`src/rtl/rmw_tag_scheduler.sv`:
```
// Tagged read-modify-write issue controller: allocates lookup tags, parks per-tag
// context until the out-of-order table response returns, then emits the write-back.
module rmw_tag_scheduler #(
  parameter  int IN_FLIGHT_N = 16,
  parameter  int ID_W        = 16,
  parameter  int WORD_W      = 32,
  localparam int TAG_W       = $clog2(IN_FLIGHT_N)
) (
  input  logic              clk,
  input  logic              rst,
  input  logic              issue_vld,
  input  logic [ID_W-1:0]   issue_id,
  input  logic [WORD_W-1:0] issue_imm,
  input  logic [1:0]        issue_op,
  output logic              issue_rdy,
  output logic              tbl_req_vld,
  output logic [TAG_W-1:0]  tbl_req_tag,
  output logic [ID_W-1:0]   tbl_req_id,
  input  logic              tbl_req_rdy,
  input  logic              tbl_rsp_vld,
  input  logic [TAG_W-1:0]  tbl_rsp_tag,
  input  logic [WORD_W-1:0] tbl_rsp_dat,
  output logic              wr_vld,
  output logic [ID_W-1:0]   wr_id,
  output logic [WORD_W-1:0] wr_dat,
  output logic [TAG_W:0]    inflight_cnt,
  output logic              err
);
  typedef enum logic [1:0] {OP_NOP = 2'b00, OP_ADDI = 2'b01, OP_SUBI = 2'b10, OP_MOVI = 2'b11} op_e;

  logic [IN_FLIGHT_N-1:0]             vld_q, vld_d;
  logic [IN_FLIGHT_N-1:0][ID_W-1:0]   id_q, id_d;
  logic [IN_FLIGHT_N-1:0][WORD_W-1:0] imm_q, imm_d;
  logic [IN_FLIGHT_N-1:0][1:0]        op_q, op_d;
  logic                               req_vld_q, req_vld_d;
  logic [TAG_W-1:0]                   req_tag_q, req_tag_d;
  logic [ID_W-1:0]                    req_id_q, req_id_d;
  logic                               wr_vld_q, wr_vld_d;
  logic [ID_W-1:0]                    wr_id_q, wr_id_d;
  logic [WORD_W-1:0]                  wr_dat_q, wr_dat_d;
  logic [TAG_W:0]                     cnt_q, cnt_d;
  logic                               err_q, err_d;

  logic             any_free, hazard, req_stall, accept, rsp_hit;
  logic [TAG_W-1:0] alloc_tag;

  always_comb begin
    any_free  = 1'b0;
    hazard    = 1'b0;
    alloc_tag = '0;
    // Descending scan leaves the lowest free index in alloc_tag.
    for (int i = IN_FLIGHT_N - 1; i >= 0; i--) begin
      if (!vld_q[i]) begin
        any_free  = 1'b1;
        alloc_tag = TAG_W'(i);
      end
      if (vld_q[i] && id_q[i] == issue_id) hazard = 1'b1;
    end
    req_stall = req_vld_q & ~tbl_req_rdy;
    issue_rdy = (issue_op == OP_NOP) | (any_free & ~hazard & ~req_stall);
    accept    = issue_vld & issue_rdy & (issue_op != OP_NOP);
    rsp_hit   = tbl_rsp_vld & vld_q[tbl_rsp_tag];

    vld_d = vld_q;
    id_d  = id_q;
    imm_d = imm_q;
    op_d  = op_q;
    if (rsp_hit) vld_d[tbl_rsp_tag] = 1'b0;
    if (accept) begin
      vld_d[alloc_tag] = 1'b1;
      id_d[alloc_tag]  = issue_id;
      imm_d[alloc_tag] = issue_imm;
      op_d[alloc_tag]  = issue_op;
    end

    req_vld_d = req_vld_q & ~tbl_req_rdy;
    req_tag_d = req_tag_q;
    req_id_d  = req_id_q;
    if (accept) begin
      req_vld_d = 1'b1;
      req_tag_d = alloc_tag;
      req_id_d  = issue_id;
    end

    wr_vld_d = rsp_hit;
    wr_id_d  = wr_id_q;
    wr_dat_d = wr_dat_q;
    if (rsp_hit) begin
      wr_id_d = id_q[tbl_rsp_tag];
      case (op_e'(op_q[tbl_rsp_tag]))
        OP_ADDI: wr_dat_d = tbl_rsp_dat + imm_q[tbl_rsp_tag];
        OP_SUBI: wr_dat_d = tbl_rsp_dat - imm_q[tbl_rsp_tag];
        default: wr_dat_d = imm_q[tbl_rsp_tag];
      endcase
    end

    err_d = err_q | (tbl_rsp_vld & ~vld_q[tbl_rsp_tag]);

    cnt_d = '0;
    for (int i = 0; i < IN_FLIGHT_N; i++) cnt_d = cnt_d + (TAG_W+1)'(vld_d[i]);
  end

  always_ff @(posedge clk) begin
    if (rst) begin
      vld_q     <= '0;
      req_vld_q <= 1'b0;
      req_tag_q <= '0;
      req_id_q  <= '0;
      wr_vld_q  <= 1'b0;
      wr_id_q   <= '0;
      wr_dat_q  <= '0;
      cnt_q     <= '0;
      err_q     <= 1'b0;
    end else begin
      vld_q     <= vld_d;
      req_vld_q <= req_vld_d;
      req_tag_q <= req_tag_d;
      req_id_q  <= req_id_d;
      wr_vld_q  <= wr_vld_d;
      wr_id_q   <= wr_id_d;
      wr_dat_q  <= wr_dat_d;
      cnt_q     <= cnt_d;
      err_q     <= err_d;
    end
  end

  // Context payload is qualified by vld_q, so it needs no reset.
  always_ff @(posedge clk) begin
    id_q  <= id_d;
    imm_q <= imm_d;
    op_q  <= op_d;
  end

  assign tbl_req_vld  = req_vld_q;
  assign tbl_req_tag  = req_tag_q;
  assign tbl_req_id   = req_id_q;
  assign wr_vld       = wr_vld_q;
  assign wr_id        = wr_id_q;
  assign wr_dat       = wr_dat_q;
  assign inflight_cnt = cnt_q;
  assign err          = err_q;
endmodule

```
`config.mk`:
```
export PLATFORM = sky130hd
export DESIGN_NAME = rmw_tag_scheduler
export DESIGN_NICKNAME = d
export VERILOG_FILES = /design/src/rtl/rmw_tag_scheduler.sv
export SDC_FILE = /design/constraint.sdc
export NUM_CORES = 1
export LEC_CHECK = 0
export BUFFER_PORTS_ARGS = -buffer_cell sky130_fd_sc_hd__buf_2
export CAP_MARGIN = 40
export CORE_ASPECT_RATIO = 2
export CORE_UTILIZATION = 45
export DETAILED_ROUTE_END_ITERATION = 7
export GPL_ROUTABILITY_DRIVEN = 1
export PLACE_DENSITY_LB_ADDON = 0.3
export SKIP_LAST_GASP = 1
export SLEW_MARGIN = 20
export SYNTH_ARGS = -nofsm -noshare
export SYNTH_HDL_FRONTEND = slang
export SYNTH_SLANG_ARGS = --single-unit
```
`constraint.sdc`:
```
create_clock -name clk -period 20.2 [get_ports clk]
set_input_delay 1.01 -clock clk [delete_from_list [all_inputs] [get_ports clk]]
set_output_delay 1.01 -clock clk [all_outputs]
set_load 0.05 [all_outputs]
```
## Word level (Yosys, flattened, before mapping)

Cells that the tools add are included.

| operators by class | value |
|---|---|
| bitwise gates (word level) | 16 |
| add/sub/neg operators | 17 |
| mux-type cells | 73 |
| reductions and logical operators | 20 |
| equality and inequality tests | 18 |
| order comparisons | 4 |

Operator list:

| cell | number |
|---|---|
| $bwmux 512 | 1 |
| $bwmux 256 | 1 |
| $eq 16x16->1 | 16 |
| $bmux 32 s4 | 1 |
| $demux 32 s4 | 1 |
| $bmux 16 s4 | 1 |
| $demux 16 s4 | 1 |
| $mux 16 | 4 |
| $mux 32 | 2 |
| $mux 4 | 16 |
| $pmux 32 s2 | 1 |
| $add 5x1->5 | 11 |
| $mux 1 | 36 |
| $add 32x32->32 | 1 |
| $bwmux 32 | 1 |
| $sub 32x32->32 | 1 |
| $logic_and 1x1->1 | 18 |
| $and 16x16->16 | 1 |
| $not 16->16 | 1 |
| $or 16x16->16 | 1 |
| $lt 4x5->1 const B | 2 |
| $bmux 2 s4 | 1 |
| $demux 1 s4 | 2 |
| $demux 2 s4 | 1 |
| 14 further kinds | 26 |

| storage, ports and cells | value |
|---|---|
| output and inout port bits | 77 |
| word-level logic and storage cells | 205 |
| register bits after elaboration | 892 |
| bits of input ports | 91 |

## Depth between registers and ports, before layout

| depth | value |
|---|---|
| depth after elaboration | 40 |
| depth in mapped cells | 27 |
| mapped depth without buffers | 22 |

## Worst setup path after synthesis

Ideal clock, no wire load.

| timing path | value |
|---|---|
| kind | in2reg |
| start | input port issue_id[7] |
| end | register cnt_q[4], in the netlist inflight_cnt[4] |
| data arrival time | 14.691 ns |
| library setup time | 0.080 ns |
| data required time | 20.120 ns |
| buffers on the path | 3 |
| stages on the path | 25 |
| setup slack | 5.429 ns |
| path through | buf_2 -> buf_2 -> xor2_1 -> nor3_1 -> nand4_1 -> o32ai_1 -> nor4_1 -> nand4_1 -> clkbuf_1 -> or3_1 -> a2111oi_0 -> a21oi_1 -> fa_1 -> inv_1 -> fa_1 -> fa_1 -> inv_1 -> fa_1 -> inv_1 -> ha_1 -> inv_1 -> fa_1 -> inv_1 -> a21oi_1 -> nor3b_1 |

| between the ends | value |
|---|---|
| longest elaborated chain between the ends | 40 |
| elaborated cells between the ends (all ways) | 70 |
| those cells by class | add/sub (15); eq/ne (16); mux (17); bitwise (6); reduce/logical (16) |

Ends and longest elaborated chain:

| item | line | source |
|---|---|---|
| from (decl) | 12 | `input logic [ID_W-1:0] issue_id,` |
| $eq 16x16->1 | 57 | `if (vld_q[i] && id_q[i] == issue_id) hazard = 1'b1;` |
| $logic_and 1x1->1 | 57 |  |
| $mux 1 (15 in a row) | 57 |  |
| $mux 1 * | 57 |  |
| $not 1->1 * | 60 | `issue_rdy = (issue_op == OP_NOP) \| (any_free & ~hazard & ~req_stall);` |
| $and 1x1->1 * (2 in a row) | 60 |  |
| $or 1x1->1 * | 60 |  |
| $and 1x1->1 * (2 in a row) | 61 | `accept = issue_vld & issue_rdy & (issue_op != OP_NOP);` |
| $mux 16 * | 69 | `if (accept) begin` |
| $add 1x1->2 | 100 | `for (int i = 0; i < IN_FLIGHT_N; i++) cnt_d = cnt_d + (TAG_W+1)'(vld_d[i]);` |
| $add 2x1->3 | 100 |  |
| $add 3x1->4 | 100 |  |
| $add 4x1->5 | 100 |  |
| $add 5x1->5 (10 in a row) | 100 |  |
| $add 5x1->5 * | 100 |  |
| to (signal assigned) | 122 | `cnt_q <= cnt_d;` |
| to (decl) | 41 | `logic [TAG_W:0] cnt_q, cnt_d;` |

Mark *: on every way between the ends. The rest lies on a longest branch, timed or not.
A chain may end at the register's enable or synchronous reset.

## Worst setup path in the final report

| timing path | value |
|---|---|
| start | input port issue_id[4] |
| end | register cnt_q[4], in the netlist inflight_cnt[4] |

| between the ends | value |
|---|---|
| elaborated cells between the ends (all ways) | 70 |
| those cells by class | add/sub (15); eq/ne (16); mux (17); bitwise (6); reduce/logical (16) |

RTL lines:

| item | line | source |
|---|---|---|
| $eq 16x16->1 | 57 |  |
| $logic_and 1x1->1 | 57 |  |
| $mux 1 (15 in a row) | 57 |  |
| $mux 1 * | 57 |  |
| $not 1->1 * | 60 |  |
| $and 1x1->1 * (2 in a row) | 60 |  |
| $or 1x1->1 * | 60 |  |
| $and 1x1->1 * (2 in a row) | 61 |  |
| $mux 16 * | 69 |  |
| via vld_d[7] | 31 | `logic [IN_FLIGHT_N-1:0] vld_q, vld_d;` |
| $add 5x1->5 * (9 in a row) | 100 |  |

Mark *: on every way through the listed nets, which the timed path passes. The rest lies on a longest branch.

==> results.md <==
- Outcome: finished clean
- Minimum clock period: 7.44 ns
- Drt via density: 6.12
- Net count of the mapped netlist: 2530
- Final TNS setup: 0 ns
- Fin crit share: 36.8%
- Initial Utilization: 45.5%
- CTS hold repair buffers: 0
- Leak pwr: 14.9 nW
- Max stage delay on crit path: 0.67 ns
- Reg2reg setup slack: 13.34 ns
- Final hold vios: 0
- Antenna Cells: 0
- Post-synth top area share: 60.8%
- Final Total Pwr: 4.11 mW
- CP Buf/Inv Count: 6
- IO Port Bufs: 167
- CTS clock-pin slew for the worst setup and hold paths: 0.07 ns
- Avg WL per Cell: 31.9 µm
- Core area: 86900 µm²
- First-pass GRT wire length: 171 mm
- Routed WL: 120 mm
- Die height: 421 µm
- Cells along the critical path: buf_2 -> xor2_1 -> nor4_1 -> nand4_1 -> o22ai_1 -> nor4_1 -> nand4_1 -> buf_4 -> or3b_2 -> nor2_4 -> a21o_1 -> fa_1 -> fa_1 -> fa_1 -> inv_1 -> fa_1 -> inv_1 -> ha_1 -> inv_1 -> fa_1 -> inv_1 -> a21oi_1 -> nor3b_1
- Antenna-violating nets left: 0
- Final setup violation count: 0
- Top FF cell, synth: edfxtp_1
- Count leader, synth: edfxtp_1
- Commonest cells in the netlist: 800 x edfxtp_1, 233 x mux4_2, 224 x xor2_1
- Part of the Yosys area used for sequential elements: 65.4%
- H-Tree Level Count: 3
- Die ar.: 89100 µm²
- Post-layout nets: 2687
- CP endpoint kind: flop
- Post_cts resized: 0
- Initial antenna violation count: 13
- Worst slack, placed: 12.04 ns
- Drt drc: 0
- Max-cap check violation count: 0
- Post-CTS setup buffer count: 0
- HP Class: reg2reg
- CTS Sinks: 892
- Crit path max-delay family: adder cells
- Worst-path cell with the longest stage delay: nor2_4
- CTS Root Cell: clkbuf_16
- Io pins: 168
- Max Root-Sink Buffers: 3
- Area of the multi-input gates: 13000 µm²
- Final GP Congestion: 0.974
- Global route overflow: 0
- Avg Inst Size Synth: 16.5 µm²
- Finished Core Util: 51.2%
- CTS tree: done
- Synth async-reset ratio: 0%
- Worst setup SP type: input port
- RSZ-0062 raised after global routing: no
- Peak VDD IR: 0.0809 mV
- Std cell rows: 153
- Post-Synthesis Cells: 2390
- Clock Skews: 0.0552 ns
- P&R area growth vs syn: 12.6%
- Worst endpoint data arrival time: 8.05 ns
- Filler instances: 7175
- Worst path most repeated cell: fa_1
- Vias in the first global route: 24.3k
- Inserted Clock Buffers: 79
- Vias: 23.1k
- Synth top area cells: edfxtp_1 61%, mux4_2 13%, xor2_1 5.0%
- Synth Cell Area: 39500 µm²
- Crit Path Max Fanout: 33
- Largest net degree at the start of global routing: 105
- Critical path class: in2reg
- Synth area leader: edfxtp_1
- Share of cells above drive strength 1: 23.0%
- Worst slew pin tran: 1.05 ns
- FF+latch count, synth: 892
- Drt first pass iters: 5
- Final Worst Setup Slack: 12.76 ns
- Reg area: 25900 µm²
- Critical Path RT: 20.81 ns
- Cell variety after synth: 66
- Yosys warning total: 0
- Fmax: 134 MHz
- Pwr/cell area: 92.3 nW/µm²
- Die X: 212 µm
- Max transition margin: 30.0%
- Slew Limit Fails: 0
- Post-DP HPWL: 79.5 mm
- Total GRT Usage: 27.6%
- Clk_lat worst skew: 0.70 ns
- Post-synth EDFFs: 800
- Initial DRC Count: 2159
- Hold WS: 0.454 ns
==> through the flow <==
step	instances	area [µm²]
floorplan	2390	39500
global placement	3620	41600
detailed placement	3626	41700
CTS	3772	44500
global route	3774	44500
finish	3774	44500
==> per-layer routing <==
metal / global-route usage (%) / vias up / part of all wire, %
li1: - / 9691 / -
met1: 29.6 / 11900 / 33
met2: 48.5 / 1096 / 53
met3: 4.51 / 383 / 6.1
met4: 19.8 / 18 / 8.1
met5: 0 / - / 0.094
==> cell usage in the layout, fill, tap and decap left out, drive strengths merged, types with 34 or more instances in the layout <==
| master | count |
|---|---|
| clkbuf | 98 |
| ha | 38 |
| inv | 40 |
| xnor2 | 85 |
| o21ai | 44 |
| a21oi | 80 |
| dfxtp | 92 |
| buf | 211 |
| xor2 | 224 |
| mux4 | 233 |
| nor3 | 38 |
| nor4 | 48 |
| clkinv | 34 |
| nand2 | 106 |
| nor2 | 105 |
| edfxtp | 800 |
==> worst register-to-register path: stages, from the launching register on <==
cell and delay (ns):
edfxtp_1 0.42, xor2_1 0.61, nor4_1 0.15, nand4_1 0.13
o22ai_1 0.08, nor4_1 0.40, nand4_1 0.16, buf_4 0.32
or3b_2 0.68, nor2_4 0.67, a21o_1 0.18, fa_1 0.44
fa_1 0.50, fa_1 0.49, inv_1 0.05, fa_1 0.44
inv_1 0.07, ha_1 0.17, inv_1 0.07, fa_1 0.46
inv_1 0.08, a21oi_1 0.06, nor3b_1 0.18
==> report_power, final <==
group / total (mW) / switching, mW / internal [mW] / leakage [nW]
logic: 0.458 / 0.291 / 0.167 / 5.61
clock network: 1.62 / 0.717 / 0.905 / 1.35
registers: 2.03 / 0.00653 / 2.02 / 7.96
==> cells by family (layout without fill, tap and decap cells) <==
family / Yosys count / in the layout / share of synthesized area, %
simple gates: 417 / 417 / 5.18
xor+xnor: 309 / 309 / 6.85
flops: 892 / 892 / 65.4
compound gates: 292 / 292 / 4.90
buf+inv: 174 / 396 / 2.01
fa+ha+maj: 49 / 49 / 1.76
mux: 257 / 257 / 13.9
==> worst paths after layout <==
check | cells past startpoint | endpoint | from
worst min register to register | 2 | wr_id[4] | wr_id[4]
worst max register to register | 22 | inflight_cnt[4] | id_q[235]
worst max-delay path | 23 | inflight_cnt[4] | issue_id[4]
worst min-delay path | 2 | wr_id[4] | wr_id[4]
==> flip-flops by register name, indices dropped and copies added, names as in the netlist <==
signal and flops:
wr_id 16, id_q 256, err 1, wr_dat 32
wr_vld 1, tbl_req_vld 1, tbl_req_tag 4, vld_q 16
op_q 32, tbl_req_id 16, imm_q 512, inflight_cnt 5
==> area by class of cell <==
class / instances / share of cell area (%)
repair buffers: 213 / 2.92
multi-input cells: 1324 / 29.2
inverters: 37 / 0.312
clock buffers: 97 / 4.69
flip-flops and latches: 892 / 58.1
clock inverters: 49 / 1.53
well taps: 1162 / 3.26
Note: power is estimated with default switching activity, not from simulation.
